File: src/rtl/project_pwm_channel_pkg.sv
// Shared definitions for the PWM channel: counter-mode encodings, dead-time
// FSM states and datapath widths.
package project_pwm_channel_pkg;

  localparam int CNT_W = 16;
  localparam int DT_W  = 8;

  typedef enum logic [1:0] {
    MODE_STOP   = 2'b00,
    MODE_UP     = 2'b01,
    MODE_DOWN   = 2'b10,
    MODE_UPDOWN = 2'b11
  } mode_e;

  typedef enum logic [2:0] {
    ST_OFF,
    ST_HI,
    ST_LO,
    ST_DT_TO_HI,
    ST_DT_TO_LO
  } dt_state_e;

  // A channel compares only while enabled and while the master counter runs.
  function automatic logic modeRunning(input logic [1:0] mode);
    return mode_e'(mode) != MODE_STOP;
  endfunction

endpackage

File: src/rtl/project_pwm_channel_deadtime_gen.sv
// Dead-time generator: turns the raw compare bit into non-overlapping
// high-side/low-side drives with a programmable blanking interval.
module project_deadtime_gen
  import project_pwm_channel_pkg::*;
(
  input  logic            clk_i,
  input  logic            reset_i,
  input  logic            en_i,
  input  logic            raw_i,
  input  logic [DT_W-1:0] deadtime_i,
  output logic            h_o,
  output logic            l_o
);

  dt_state_e       state_q, state_d;
  logic [DT_W-1:0] count_q, count_d;

  always_ff @(posedge clk_i) begin
    if (reset_i) begin
      state_q <= ST_OFF;
      count_q <= '0;
    end else begin
      state_q <= state_d;
      count_q <= count_d;
    end
  end

  // A reversal of raw inside a dead band restarts the opposite dead band, so
  // both sides stay off and can never overlap.
  always_comb begin
    state_d = state_q;
    count_d = count_q;
    if (!en_i) begin
      state_d = ST_OFF;
      count_d = '0;
    end else begin
      case (state_q)
        ST_OFF, ST_LO, ST_DT_TO_LO: begin
          if (raw_i) begin
            if (deadtime_i == '0) begin
              state_d = ST_HI;
              count_d = '0;
            end else begin
              state_d = ST_DT_TO_HI;
              count_d = deadtime_i;
            end
          end else if (state_q == ST_OFF) begin
            if (deadtime_i == '0) begin
              state_d = ST_LO;
              count_d = '0;
            end else begin
              state_d = ST_DT_TO_LO;
              count_d = deadtime_i;
            end
          end else if (state_q == ST_DT_TO_LO) begin
            if (count_q <= 8'd1) begin
              state_d = ST_LO;
              count_d = '0;
            end else begin
              count_d = count_q - 8'd1;
            end
          end
        end
        ST_HI, ST_DT_TO_HI: begin
          if (!raw_i) begin
            if (deadtime_i == '0) begin
              state_d = ST_LO;
              count_d = '0;
            end else begin
              state_d = ST_DT_TO_LO;
              count_d = deadtime_i;
            end
          end else if (state_q == ST_DT_TO_HI) begin
            if (count_q <= 8'd1) begin
              state_d = ST_HI;
              count_d = '0;
            end else begin
              count_d = count_q - 8'd1;
            end
          end
        end
        default: begin
          state_d = ST_OFF;
          count_d = '0;
        end
      endcase
    end
  end

  always_comb begin
    h_o = 1'b0;
    l_o = 1'b0;
    case (state_q)
      ST_HI:   h_o = 1'b1;
      ST_LO:   l_o = 1'b1;
      default: ;
    endcase
  end

endmodule

File: src/rtl/project_pwm_channel.sv
// PWM channel slaved to a period counter master: shadowed duty/dead-time,
// registered compare stage, dead-time generator and output polarity.
module project_pwm_channel
  import project_pwm_channel_pkg::*;
(
  input  logic             i_clk,
  input  logic             i_reset,
  input  logic             i_en,
  input  logic [1:0]       i_mode,
  input  logic             i_sync,
  input  logic [CNT_W-1:0] i_counter,
  input  logic [CNT_W-1:0] i_duty,
  input  logic [DT_W-1:0]  i_deadtime,
  input  logic             i_polarity,
  output logic             o_pwm_h,
  output logic             o_pwm_l,
  output logic [CNT_W-1:0] o_duty_active
);

  logic [CNT_W-1:0] duty_q, duty_d;
  logic [DT_W-1:0]  deadtime_q, deadtime_d;
  logic             raw_q, raw_d;
  logic             dtH, dtL;

  // Shadows track the requested values while disabled so a fresh enable
  // starts with current settings; while running they move only at sync.
  always_comb begin
    duty_d     = duty_q;
    deadtime_d = deadtime_q;
    if (i_sync || !i_en) begin
      duty_d     = i_duty;
      deadtime_d = i_deadtime;
    end
    raw_d = i_en && modeRunning(i_mode) && (i_counter < duty_q);
  end

  always_ff @(posedge i_clk) begin
    if (i_reset) begin
      duty_q     <= '0;
      deadtime_q <= '0;
      raw_q      <= 1'b0;
    end else begin
      duty_q     <= duty_d;
      deadtime_q <= deadtime_d;
      raw_q      <= raw_d;
    end
  end

  project_deadtime_gen u_deadtime (
    .clk_i      (i_clk),
    .reset_i    (i_reset),
    .en_i       (i_en),
    .raw_i      (raw_q),
    .deadtime_i (deadtime_q),
    .h_o        (dtH),
    .l_o        (dtL)
  );

  assign o_pwm_h       = dtH ^ i_polarity;
  assign o_pwm_l       = dtL ^ i_polarity;
  assign o_duty_active = duty_q;

endmodule

File: config.mk
export PLATFORM = sky130hd
export DESIGN_NAME = project_pwm_channel
export DESIGN_NICKNAME = d
export VERILOG_FILES = /design/src/rtl/project_pwm_channel_pkg.sv /design/src/rtl/project_pwm_channel_deadtime_gen.sv /design/src/rtl/project_pwm_channel.sv
export SDC_FILE = /design/constraint.sdc
export NUM_CORES = 1
export LEC_CHECK = 0
export ABC_AREA = 0
export BUFFER_PORTS_ARGS = -buffer_cell sky130_fd_sc_hd__buf_4
export CAP_MARGIN = 20
export CORE_AREA = 2 2 80 82
export CTS_CLUSTER_SIZE = 8
export DETAILED_ROUTE_END_ITERATION = 7
export DIE_AREA = 0 0 82 84
export GPL_ROUTABILITY_DRIVEN = 0
export GPL_TIMING_DRIVEN = 0
export PLACE_DENSITY_LB_ADDON = 0.12
export RECOVER_POWER = 25
export SYNTH_ARGS = -nofsm -noshare
export SYNTH_HDL_FRONTEND = slang
export SYNTH_SLANG_ARGS = --single-unit
File: constraint.sdc
create_clock -name i_clk -period 4.4 [get_ports i_clk]
set_clock_uncertainty 0.05 [all_clocks]
set_input_delay 0.44 -clock i_clk [delete_from_list [all_inputs] [get_ports i_clk]]
set_output_delay 0.44 -clock i_clk [all_outputs]
set_load 0.005 [all_outputs]
Word level (Yosys, flattened, before mapping)
Cells that the tools add are included.
{"block": "word_totals", "register_bits": 36, "elab_cells": 51, "out_inout_bits": 18, "inputBits": 47}
{"block": "op_classes", "n_addsub": 1, "bitwise": 3, "mux": 20, "reduce_logical": 12, "n_eq_ne": 8, "n_lt_le_gt_ge": 2}
{"cell": "8-bit 2-to-1 mux", "count": 7}
{"cell": "3-bit 2-to-1 mux", "count": 8}
{"cell": "16-bit < comparator", "count": 1}
{"cell": "8-bit case mux with 2 select lines", "count": 1}
{"cell": "8-bit by 1-bit <= comparator with 1-bit output (second input constant)", "count": 1}
{"cell": "8-bit zero test", "count": 1}
{"cell": "4-bit by 2-bit != test with 1-bit output (second input constant)", "count": 2}
{"cell": "8-bit by 1-bit subtractor with 8-bit output (second input constant)", "count": 1}
{"cell": "3-bit by 2-bit == test with 1-bit output (second input constant)", "count": 2}
{"cell": "3-bit by 2-bit != test with 1-bit output (second input constant)", "count": 2}
{"cell": "3-bit case mux with 2 select lines", "count": 1}
{"cell": "4-bit AND reduction", "count": 1}
{"cell": "2-bit OR reduction", "count": 2}
{"cell": "3-bit by 1-bit == test with 1-bit output (second input constant)", "count": 1}
{"cell": "3-bit == test (second input constant)", "count": 1}
{"cell": "3-bit zero test", "count": 1}
{"cell": "3-bit OR reduction", "count": 1}
{"cell": "1-bit logical AND", "count": 2}
{"cell": "1-bit 2-to-1 mux", "count": 2}
{"cell": "2-bit 2-to-1 mux", "count": 1}
{"cell": "2-bit AND reduction", "count": 1}
{"cell": "2-bit nonzero test", "count": 1}
{"cell": "1-bit bitwise XOR", "count": 2}
{"cell": "1-bit zero test", "count": 1}
{"cell": "2 further kinds", "count": 2}

Logic depth before layout (Yosys ltp)
{"block": "depth", "depth_word": 6, "ltp_mapped": 8, "mapped_depth_nobuf": 7}

Modules after synthesis
From an unflattened synthesis, not the netlist that was laid out.
{"block": "unflattened", "hier_cells": 281, "area_unflattened_um2": 2218.4}
{"module": "project_pwm_channel", "n_inst": 1, "cells_per_inst": 163, "seq_area_each_um2": 500.5, "area_per_inst_um2": 1262.5}
{"module": "project_deadtime_gen", "n_inst": 1, "cells_per_inst": 118, "seq_area_each_um2": 220.2, "area_per_inst_um2": 955.9}

Least setup slack after synthesis
OpenSTA, ideal clock, no wires.
{"block": "synth_path", "path_kind": "reg-to-reg", "startpoint": "reg u_deadtime.count_q[3]", "endpoint": "reg u_deadtime.count_q[2]", "period_less_slack_ps": 1710, "setup_time_ps": 127, "stages_incl_launch_ff": 7, "required_time_ps": 4223, "arrival_ps": 1534, "path_slack_ps": 2690, "path_buffers": 1, "path_cell_list": "dfxtp_1 -> or3_4 -> or2_4 -> o21ba_4 -> buf_6 -> a32oi_1 -> o32ai_1"}
{"block": "synth_via", "elab_chain_cells": 6, "elab_cells_between_ends": 8, "cone_classes": "order compare (1); mux (7)"}
{"element": "from (decl)", "line": "project_pwm_channel_deadtime_gen.sv:16", "source": "logic [DT_W-1:0] count_q, count_d;"}
{"element": "from (signal assigned)", "line": "project_pwm_channel_deadtime_gen.sv:24", "source": "count_q <= count_d;"}
{"element": "8-bit by 1-bit <= comparator with 1-bit output *", "line": "project_pwm_channel_deadtime_gen.sv:56, project_pwm_channel_deadtime_gen.sv:74"}
{"element": "8-bit 2-to-1 mux *", "line": "project_pwm_channel_deadtime_gen.sv:56, project_pwm_channel_deadtime_gen.sv:74"}
{"element": "8-bit 2-to-1 mux", "line": "project_pwm_channel_deadtime_gen.sv:55", "source": "end else if (state_q == ST_DT_TO_LO) begin"}
{"element": "8-bit 2-to-1 mux", "line": "project_pwm_channel_deadtime_gen.sv:47", "source": "end else if (state_q == ST_OFF) begin"}
{"element": "8-bit 2-to-1 mux", "line": "project_pwm_channel_deadtime_gen.sv:39", "source": "if (raw_i) begin"}
{"element": "8-bit case mux with 2 select lines *", "line": "project_pwm_channel_deadtime_gen.sv:37", "source": "case (state_q)"}
Every way passes the cells marked *; elsewhere a longest branch is shown, timed or not. The select of a mux whose other input is x is not followed.
A chain may end at the register's enable or synchronous reset.

Final worst setup path
{"block": "layout_path", "startpoint": "reg u_deadtime.state_q[0]", "endpoint": "reg u_deadtime.count_q[0]"}
{"block": "layout_via", "elab_chain_cells": 4, "elab_cells_between_ends": 13, "cone_classes": "eq/ne (6); mux (3); reduce/logical (4)"}
{"element": "from (decl)", "line": "project_pwm_channel_deadtime_gen.sv:15", "source": "dt_state_e state_q, state_d;"}
{"element": "from (signal assigned)", "line": "project_pwm_channel_deadtime_gen.sv:23", "source": "state_q <= state_d;"}
{"element": "3-bit by 2-bit == test with 1-bit output (tied with other cells)", "line": "project_pwm_channel_deadtime_gen.sv:37"}
{"element": "3-bit OR reduction (tied with other cells)", "line": "project_pwm_channel_deadtime_gen.sv:37"}
{"element": "4-bit by 2-bit != test with 1-bit output (no source line) (tied with other cells)"}
{"element": "2-bit AND reduction (no source line) or 8-bit case mux with 2 select lines (tied branches)"}
Several ways; a longest one is shown, not always the timed one.

==> flow_metrics.tcl <==
set metrics [dict create \
    status "finished, final reports clean" \
    port_buffers 63 \
    wl_per_cell_um 12.29 \
    synth.area.top_cells "dfxtp_1, nand2_1, ha_1" \
    fmax_mhz 523.8 \
    final_layout_size_suffix_gt1_share_pct 25.37 \
    setup_viol 0 \
    final_core_util_pct 44.97 \
    p_leak_nw 1.191 \
    crit_path_start_kind "flip-flop" \
    end_kind "flip-flop" \
    num_antenna_cells 0 \
    initial_core_util_pct 33.93 \
    die_w_um 82 \
    required_ns 4.56 \
    cts-buffers-inserted 5 \
    path_clk_slew_ns 0.08 \
    relSlewSlack_pct 50.29 \
    tritoncts "yes" \
    power.density_mw_per_mm2 313.8 \
    hold_viol_final 0 \
    post_cts_buffers 0 \
    clock_path_buffers 2 \
    dr.pass1.iters 5 \
    rows 29 \
    die_area_sq_mm 0.006888 \
    cts_sinks 36 \
    min_period_ns 1.909 \
    crit_type "reg2reg" \
    yosysUniqueCellTypes 48 \
    slew_violations 0 \
    grt_pass1_vias 1922 \
    cts.repair.resized 0 \
    synth_seq_area_share_pct 34.85 \
    synthArstFlopShare_pct 0 \
    grt_max_degree 12 \
    holdWs_ns 0.3477 \
    worst_pin_slew_ns 0.7457 \
    syn_inst 264 \
    area_growth_pct 32.55 \
    hold_buffers 0 \
    die_y_um 84 \
    cap_viol_max_count 0 \
    wirelength_um 5065 \
    synth_area_per_cell_sq_um 7.834 \
    synth_area_sq_mm 0.002068 \
    fin_crit_sh_pct 43.39 \
    via_per_inst 4.735 \
    initialDrtViolationCount 51 \
    yosysTopAreaCell "dfxtp_1" \
    globalRoute.totalOverflow 0 \
    synth_edf_count 0 \
    coreArea_sq_mm 0.006096 \
    clock_latency_ns 0.29 \
    num_vias 1951 \
    tns_ns 0 \
    ios 65 \
    antenna_found_initial 0 \
    rsz0062_at_grt "false" \
    synth_top_flop_cell "dfxtp_1" \
    r2r_slack_ns 2.49 \
    critical_path.max_fanout 8 \
    grt_pass1_wl_um 8694 \
    drc 0 \
    grtUsageTotal_pct 15.99 \
    final_nets 398 \
    hpwl_um 3933 \
    htree_levels 2 \
    drt.antenna.violating_nets 0 \
    finalPower_w 0.0008602 \
    cts_root_buffer "clkbuf_8" \
    syn-num-nets 328 \
    post-synth-top-area-fraction_pct 34.85 \
    arrival_ns 2.07 \
    hp-class "in2reg" \
    synth-seq-cells 36 \
    ir_drop_v 0.0001329 \
    ys_warn_count 0 \
]
[cells by family after synthesis]
group	synth area share [%]
flops	34.85
buf+inv	7.985
xor+xnor	0.8471
compound gates	22.14
fa+ha+maj	10.28
simple gates	23.41
mux	0.4840
[flip-flops by register name, summed over array words and instances (netlist names)]
| name | flops |
|---|---|
| o_duty_active | 16 |
| u_deadtime.state_q | 3 |
| deadtime_q | 8 |
| raw_q | 1 |
| u_deadtime.count_q | 8 |
[synthesized netlist by cell type, drive strengths merged (3+ instances only)]
master and n:
nand2 59, nor2b 6, a211oi 4, clkbuf 11, o21ai 5, ha 17, a221oi 4, a21oi 39
nand2b 3, nor2 13, buf 4, o211ai 3, a32oi 3, inv 21, dfxtp 36, nor4 4
o22ai 3, or3 5
[through the flow]
stage	instances	setup WS, ns	cell area (sq um)
floorplan	264	2.690	2068
global placement	404	2.289	2638
detailed placement	404	2.303	2638
CTS	412	2.442	2745
global route	412	2.323	2741
finish	412	2.491	2741
[layer usage]
layer / vias to the layer above / track usage, % / part of all wire, %
met1: 861 / 20.63 / 47
met3: 2 / 4.004 / 4.5
met4: 0 / 4.848 / 0.65
met5: - / 0 / 0
li1: 1049 / - / -
met2: 39 / 25.87 / 47
[critical path, stage by stage (launching register included)]
cell and delay (ns):
dfxtp_1 0.52, nand2b_1 0.20, nor2_1 0.06, a221oi_2 0.57
a221oi_1 0.20, a211oi_1 0.22
[power breakdown]
group	switching, W	total (W)	internal, W
clock	0.000122	0.000290	0.000168
sequential	0.0000179	0.000364	0.000346
combinational	0.0000980	0.000206	0.000108
total	0.000238	0.000860	0.000622
[layout make-up]
class,instances,area [sq um]
fill,631,3354
multi-input combinational,192,1182
sequential,36,720.7
timing repair buffer,63,469.2
tap,77,96.34
buffer,15,86.33
inverter,21,78.83
clock buffer,6,72.57
clock inverter,2,35.03
[path summary, 6_finish.rpt]
check / start / endpoint / cells after the start
min reg2reg: o_duty_active[14] / o_duty_active[14] / 2
min: i_duty[6] / o_duty_active[6] / 3
max reg2reg: u_deadtime.state_q[0] / u_deadtime.count_q[0] / 5
max: u_deadtime.state_q[0] / u_deadtime.count_q[0] / 5
[cell usage in the layout (no fill, tap or decap), types with 6 or more instances in the layout]
cell,count
nand2_1,59
buf_4,54
a21oi_1,39
dfxtp_1,36
inv_1,21
ha_1,17
nor2_1,13
clkbuf_1,11
clkbuf_4,9
nor2b_1,6
clkbuf_8,6
No activity file was read; power rests on OpenSTA's default activity.
